===== src/rtl/dbc_port_state_machine_multi.sv =====
// N-port xHCI DbC port state machine with sticky W1C change bits and an aggregated interrupt.
// Optional enumeration watchdog enabled by defining DBC_ENUM_TIMEOUT_EN.
module dbc_port_state_machine_multi #(
  parameter int unsigned NUM_PORTS    = 2,
  parameter int unsigned ENUM_TIMEOUT = 64,
  parameter int unsigned SW           = 3
) (
  input  logic                    clock,
  input  logic                    reset,
  input  logic                    DCE,
  input  logic [NUM_PORTS-1:0]    connect,
  input  logic [NUM_PORTS-1:0]    Reset_rcvd,
  input  logic [NUM_PORTS-1:0]    set_config_succesful,
  input  logic [NUM_PORTS-1:0]    EnumError,
  input  logic [NUM_PORTS-1:0]    Deconfigure,
  input  logic [NUM_PORTS-1:0]    csc_clr,
  input  logic [NUM_PORTS-1:0]    plc_clr,
  input  logic [NUM_PORTS-1:0]    prc_clr,
  input  logic [NUM_PORTS-1:0]    cec_clr,
  output logic [SW*NUM_PORTS-1:0] port_state,
  output logic [NUM_PORTS-1:0]    PED,
  output logic [NUM_PORTS-1:0]    DCR,
  output logic [NUM_PORTS-1:0]    CSC,
  output logic [NUM_PORTS-1:0]    PLC,
  output logic [NUM_PORTS-1:0]    PRC,
  output logic [NUM_PORTS-1:0]    CEC,
  output logic                    DCI
);

  localparam logic [2:0] StOff          = 3'd0;
  localparam logic [2:0] StDisconnected = 3'd1;
  localparam logic [2:0] StEnabled      = 3'd2;
  localparam logic [2:0] StResetting    = 3'd3;
  localparam logic [2:0] StConfigured   = 3'd4;
  localparam logic [2:0] StError        = 3'd5;

  if (NUM_PORTS == 0 || NUM_PORTS > 8 || ENUM_TIMEOUT == 0 || SW < 3) begin : g_bad_params
    $error("dbc_port_state_machine_multi: parameter out of range");
  end

  for (genvar p = 0; p < NUM_PORTS; p++) begin : g_port
    logic [2:0] state_q, state_d;
    logic       ped_q, ped_d;
    logic       dcr_q, dcr_d;
    logic       csc_q, csc_d, plc_q, plc_d, prc_q, prc_d, cec_q, cec_d;
    logic       csc_set, plc_set, prc_set, cec_set;
    logic       clr_all;
    logic       timeout;

`ifdef DBC_ENUM_TIMEOUT_EN
    localparam int unsigned CntW = $clog2(ENUM_TIMEOUT + 1);
    logic [CntW-1:0] cnt_q, cnt_d;
    logic            load_cnt;

    // Expire on the edge where the count reaches zero: exactly ENUM_TIMEOUT cycles after entry.
    assign timeout  = (state_q == StEnabled) && (cnt_q <= CntW'(1));
    assign load_cnt = (state_d == StEnabled) && (state_q != StEnabled);

    always_comb begin
      cnt_d = cnt_q;
      if (load_cnt) begin
        cnt_d = CntW'(ENUM_TIMEOUT);
      end else if (state_q == StEnabled && cnt_q != '0) begin
        cnt_d = cnt_q - CntW'(1);
      end
    end

    always_ff @(posedge clock or posedge reset) begin
      if (reset) begin
        cnt_q <= '0;
      end else begin
        cnt_q <= cnt_d;
      end
    end
`else
    assign timeout = 1'b0;
`endif

    always_comb begin
      state_d = state_q;
      ped_d   = ped_q;
      dcr_d   = dcr_q;
      csc_set = 1'b0;
      plc_set = 1'b0;
      prc_set = 1'b0;
      cec_set = 1'b0;
      clr_all = 1'b0;
      if (!DCE) begin
        state_d = StOff;
        ped_d   = 1'b0;
        dcr_d   = 1'b0;
        clr_all = 1'b1;
      end else if (state_q == StOff) begin
        state_d = StDisconnected;
      end else if (state_q != StDisconnected && !connect[p]) begin
        state_d = StDisconnected;
        ped_d   = 1'b0;
        dcr_d   = 1'b0;
        csc_set = 1'b1;
      end else begin
        case (state_q)
          StDisconnected: begin
            if (connect[p]) begin
              state_d = StEnabled;
              csc_set = 1'b1;
            end
          end
          StEnabled: begin
            if (Reset_rcvd[p]) begin
              state_d = StResetting;
              ped_d   = 1'b0;
              dcr_d   = 1'b0;
            end else if (EnumError[p]) begin
              state_d = StError;
              cec_set = 1'b1;
            end else if (set_config_succesful[p]) begin
              state_d = StConfigured;
              dcr_d   = 1'b1;
              plc_set = 1'b1;
            end else if (timeout) begin
              state_d = StError;
              cec_set = 1'b1;
            end
          end
          StResetting: begin
            if (!Reset_rcvd[p]) begin
              state_d = StEnabled;
              ped_d   = 1'b1;
              prc_set = 1'b1;
            end
          end
          StConfigured: begin
            if (Reset_rcvd[p]) begin
              state_d = StResetting;
              ped_d   = 1'b0;
              dcr_d   = 1'b0;
            end else if (Deconfigure[p]) begin
              state_d = StEnabled;
              dcr_d   = 1'b0;
              plc_set = 1'b1;
            end
          end
          StError: begin
            if (Reset_rcvd[p]) begin
              state_d = StResetting;
              ped_d   = 1'b0;
              dcr_d   = 1'b0;
            end
          end
          default: begin
            // Illegal encoding: fall back to a safe, unattached state.
            state_d = StDisconnected;
            ped_d   = 1'b0;
            dcr_d   = 1'b0;
          end
        endcase
      end
    end

    // A set in the same cycle as its W1C strobe wins.
    always_comb begin
      csc_d = clr_all ? 1'b0 : (csc_set | (csc_q & ~csc_clr[p]));
      plc_d = clr_all ? 1'b0 : (plc_set | (plc_q & ~plc_clr[p]));
      prc_d = clr_all ? 1'b0 : (prc_set | (prc_q & ~prc_clr[p]));
      cec_d = clr_all ? 1'b0 : (cec_set | (cec_q & ~cec_clr[p]));
    end

    always_ff @(posedge clock or posedge reset) begin
      if (reset) begin
        state_q <= StOff;
        ped_q   <= 1'b0;
        dcr_q   <= 1'b0;
        csc_q   <= 1'b0;
        plc_q   <= 1'b0;
        prc_q   <= 1'b0;
        cec_q   <= 1'b0;
      end else begin
        state_q <= state_d;
        ped_q   <= ped_d;
        dcr_q   <= dcr_d;
        csc_q   <= csc_d;
        plc_q   <= plc_d;
        prc_q   <= prc_d;
        cec_q   <= cec_d;
      end
    end

    assign port_state[SW*p +: SW] = SW'(state_q);
    assign PED[p] = ped_q;
    assign DCR[p] = dcr_q;
    assign CSC[p] = csc_q;
    assign PLC[p] = plc_q;
    assign PRC[p] = prc_q;
    assign CEC[p] = cec_q;
  end

  assign DCI = |(CSC | PLC | PRC | CEC);

endmodule


===== config.mk =====
export PLATFORM = sky130hd
export DESIGN_NAME = dbc_port_state_machine_multi
export DESIGN_NICKNAME = d
export VERILOG_FILES = /design/src/rtl/dbc_port_state_machine_multi.sv
export SDC_FILE = /design/constraint.sdc
export NUM_CORES = 1
export LEC_CHECK = 0
export ABC_AREA = 1
export CAP_MARGIN = 20
export CORE_MARGIN = 5
export CORE_UTILIZATION = 53
export DETAILED_ROUTE_END_ITERATION = 10
export PLACE_DENSITY = 0.85
export SYNTH_ARGS = -nofsm -noshare
export SYNTH_HDL_FRONTEND = slang
export SYNTH_SLANG_ARGS = --single-unit

===== constraint.sdc =====
create_clock -name clock -period 2.95 [get_ports clock]
set_clock_uncertainty 0.05 [all_clocks]
set_input_delay 0.59 -clock clock [delete_from_list [all_inputs] [get_ports clock]]
set_output_delay 0.59 -clock clock [all_outputs]
set_load 0.05 [all_outputs]

Yosys cells after proc, flatten, opt, wreduce, memory -nomap -nowiden --
Index checks and enable logic that the tools add are counted.
Word-level totals: register bits 18, output and inout port bits 19, bits of input ports 21
Operators by class: bitwise operators 27, equal/unequal tests 40, reduce and logical (&&, ||, !) cells 17, mux-type cells 112
Operator list (count):
- 1-bit two-way mux | 82
- 3-bit two-way mux | 22
- 5-bit inequality test (second input constant) | 12
- 3-bit case mux with 5 select lines | 2
- 4-bit inequality test (second input constant) | 4
- 7-bit inequality test (second input constant) | 2
- 3-bit by 2-bit == test with 1-bit output (second input constant) | 4
- 3-bit == test (second input constant) | 4
- 6-bit inequality test (second input constant) | 2
- 6-bit AND reduction | 2
- 5-bit AND reduction | 2
- 1-bit bitwise AND | 8
- 4-bit by 2-bit inequality test with 1-bit output (second input constant) | 2
- 1-bit inverter | 8
- 1-bit bitwise OR | 8
- 1-bit case mux with 4 select lines | 2
- 4-bit AND reduction | 2
- 3-bit by 1-bit == test with 1-bit output (second input constant) | 2
- 3-bit logical NOT | 2
- 3-bit by 1-bit inequality test with 1-bit output (second input constant) | 2
- 3-bit by 2-bit inequality test with 1-bit output (second input constant) | 2
- 3-bit inequality test (second input constant) | 2
- 2-bit bitwise OR | 3
- 1-bit case mux with 3 select lines | 2
- 6 further kinds | 13

Logic depth before layout (Yosys ltp) --
depth after elaboration 9, gate-level depth with buffers 14, depth with buffers taken out 13

Least setup slack after synthesis --
No wires, ideal clock.
kind register to register, start register g_port[1].state_q[2], end register g_port[1].state_q[1], setup slack 939 ps, path buffers 1, period minus slack after synthesis 2011 ps, arrival 1843 ps, cell stages (with the launch flop) 15, data required time 2782 ps, library setup time 118 ps, path through dfrtp_1 -> buf_4 -> inv_4 -> nand3_2 -> ha_1 -> inv_1 -> nand2_1 -> inv_1 -> nand2_2 -> nor2_2 -> nand2_2 -> nand2_1 -> nor2_2 -> nand2_1 -> nand2_1
Between the ends: longest elaborated chain between the ends 5
Ends and longest elaborated chain:
- from (decl) | line 42 | logic [2:0] state_q, state_d;
- from (signal assigned) | line 170 | state_q <= StOff;
- from (signal assigned) | line 178 | state_q <= state_d;
- 3-bit == test (tied with other cells) | line 101 | case (state_q)
- 3-bit case mux with 5 select lines / 1-bit logical AND (equally long branches) | line 101, 95
- 3-bit two-way mux | line 95 | end else if (state_q != StDisconnected && !connect[p]) begin
- 3-bit two-way mux | line 93 | end else if (state_q == StOff) begin
- 3-bit two-way mux | line 88 | if (!DCE) begin
Parallel ways exist; a longest one is shown, timed or not. A chain may end at the register's enable or synchronous reset.

Worst setup path after layout --
start register g_port[1].state_q[2], end output port port_state[5]
RTL lines:
- to (decl) | line 20 | output logic [SW*NUM_PORTS-1:0] port_state,
No word-level cell between the ends.

==> results_dict.tcl <==
set metrics [dict create \
    clockRootBuffer "clkbuf_4" \
    finalSetupTns_ps 0 \
    final_util 0.643 \
    critPathMaxFanout 9 \
    netSwitchingPower_mw 0.306 \
    cp-startpoint "g_port[1].state_q[2]" \
    cts_buffers 3 \
    ctsResizeCount 0 \
    die_h_um 64.9 \
    post_drt_via_cell_ratio 5.17 \
    post-cts-setup-buffers 0 \
    syn_area_um2 1600 \
    pwr-share-seq 0.379 \
    r2r-start "g_port[1].state_q[2]" \
    worstPathCellList "clkdlybuf4s50_1" \
    grt_pass1_wl_um 6310 \
    cpPeakStageDelay_ps 880 \
    clk_path_buf_depth 2 \
    rrSetupSlack_ps 910 \
    synth.most_common_cell "nand2_1" \
    cp_top_family "buffers and inverters" \
    port_buffers 39 \
    io_pins 40 \
    p_comb_frac 0.407 \
    dpl_cell_area_um2 1880 \
    synth.top_cells.by_area "dfrtp_1 28%, nand2_1 15%, nor2_1 7.5%" \
    critPathKind "register to primary output" \
    start_util 0.536 \
    vias 1550 \
    drc 0 \
    ys_top_cells_by_count "65 x nand2_1, 32 x nor2_1, 25 x inv_1, 19 x nand3_1, 18 x dfrtp_1" \
    hpwl_um 2930 \
    ys_seq_area_frac 0.282 \
    multi_input_area_um2 871 \
    antenna_found_initial 0 \
    routed_wl_um 3680 \
    yosysTopAreaCellShare 0.282 \
    r2r-end "g_port[1].state_q[0]" \
    startpoint_type "register" \
    place_ws_ps 617 \
    diodes 0 \
    yosysWarnings 0 \
    nFillCells 283 \
    finalSetupViolations 0 \
    grt_max_degree 19 \
    synth_area_leader_cell "dfrtp_1" \
    synth_edf_count 0 \
    maxCapViolCount 0 \
    detail-route-antenna-nets 0 \
    wl_per_cell_um 12.3 \
    area_growth_pct 19.9 \
    tightest_slew_ps 672 \
    async_flop_share 1.00 \
    internal_power_mw 0.445 \
    peakVddDrop_uv 200 \
    crit_buf_inv 1 \
    syn_avg_cell_area_um2 6.60 \
    hold_viol 0 \
    place_congestion 0.927 \
    first_iter_violations 79 \
    yosys.cell_types.count 26 \
    grt-ovfl-total 0 \
    core_um2 2980 \
    status "finished, final reports clean" \
    reg2regPathDepth 13 \
    power.density_nw_per_um2 392 \
    synth_ff_type "dfrtp_1" \
    cts.sinks 18 \
    cp.required_ps 2310 \
    die_x_um 64.9 \
    rsz0062_at_grt "false" \
    fp.dieArea_um2 4210 \
    cp-end-kind "primary output" \
    grt_use_total 0.189 \
    cts_hold_buffers 0 \
    postSynthCellCount 242 \
    min_path_type "register to register" \
    cp_slowest_cell "clkdlybuf4s50_1" \
    htreeDepth 1 \
    drive_above_1_share 0.131 \
    switching_share 0.407 \
    endpoint "port_state[5]" \
    stdcell_area_um2 1910 \
    final_max_slew_viol_count 0 \
    final_nets 293 \
    clockPowerShare 0.214 \
    fin_crit_sh 0.817 \
    ys_seq_elements 18 \
    grt_pass1_vias 1411 \
    synth_nets 267 \
    row_count 20 \
    seq_area_um2 450 \
    fmax_mhz 415 \
    slew_headroom 0.552 \
    tritoncts "done" \
    layout_min_cycle_time_ps 2410 \
    clk_pin_slew_worst_paths_ps 110 \
    clock_latency_ps 310 \
    dr.pass1.iters 4 \
    p_leak_nw 0.985 \
    postLayoutSetupSlackWorst_ps 540 \
    crit_arrival_ps 1770 \
    cp.depth 1 \
]
[metal layers]
layer,wire [um],share of wire,GRT usage
met1,1770,0.48,0.273
met2,1590,0.43,0.291
met3,268,0.073,0.0312
met4,44,0.012,0.0475
met5,0,0,0
[cell families (layout without fill, tap and decap cells)]
family,Yosys count,count (layout),share of synthesized area
AO/OA/AOI/OAI,18,18,0.0643
adder cells (fa/ha/maj),4,4,0.0313
buffers and inverters,50,75,0.172
flip-flops,18,18,0.282
AND/OR/NAND/NOR,152,152,0.450
[registers in the layout, summed over array words and instances (netlist names)]
name            flops
g_port.cec_q        2
g_port.plc_q        2
g_port.dcr_q        2
g_port.prc_q        2
g_port.csc_q        2
g_port.state_q      6
g_port.ped_q        2
[worst min-delay path by stage]
stage | depth (start not counted) | start | slack [ps] | end
floorplan | 2 | g_port[0].dcr_q | 390 | g_port[0].dcr_q
global placement | 2 | g_port[0].ped_q | 410 | g_port[0].ped_q
detailed placement | 2 | g_port[0].ped_q | 410 | g_port[0].ped_q
CTS | 2 | g_port[0].ped_q | 440 | g_port[0].ped_q
global route | 2 | g_port[0].dcr_q | 480 | g_port[0].dcr_q
finish | 2 | g_port[0].ped_q | 430 | g_port[0].ped_q
[tightest hold or removal path, delay by kind of cell (launching register included)]
| family | cells | cell delay [ps] |
|---|---|---|
| flip-flops | 1 | 360 |
| AND/OR/NAND/NOR | 2 | 100 |
[power groups by stage]
stage / Clock [mW] / Sequential (mW) / Combinational, mW
2_1_floorplan: 0 / 0.299 / 0.216
3_5_place_dp: 0 / 0.289 / 0.303
3_3_place_gp: 0 / 0.289 / 0.304
4_1_cts: 0.161 / 0.284 / 0.305
5_1_grt: 0.171 / 0.288 / 0.338
6_report: 0.161 / 0.285 / 0.306
[final cells by class]
type | count | area share
repair buffers | 39 | 0.204
clock buffers | 4 | 0.0190
flip-flops and latches | 18 | 0.235
inverters | 32 | 0.0654
well taps | 33 | 0.0216
multi-input cells | 174 | 0.455
[cells in the final DEF, fill, tap and decap left out, drive strengths merged]
| master | synthesis | final |
|---|---|---|
| a21oi | 7 | 7 |
| a22oi | 1 | 1 |
| a2bb2oi | 1 | 1 |
| clkbuf | 0 | 4 |
| clkdlybuf4s50 | 0 | 39 |
| dfrtp | 18 | 18 |
| ha | 4 | 4 |
| inv | 32 | 32 |
| nand2 | 71 | 71 |
| nand3 | 25 | 25 |
| nand4 | 10 | 10 |
| nor2 | 40 | 40 |
| nor3 | 4 | 4 |
| o21ai | 8 | 8 |
| o21bai | 1 | 1 |
| or2 | 2 | 2 |
[per-stage QoR]
step	hold WS (ps)	cells	total power, mW
2_1_floorplan	393	242	0.516
3_3_place_gp	410	296	0.593
3_5_place_dp	409	296	0.592
4_1_cts	436	300	0.751
5_1_grt	477	300	0.797
6_report	432	300	0.751
(Power assumes the default switching activity.)
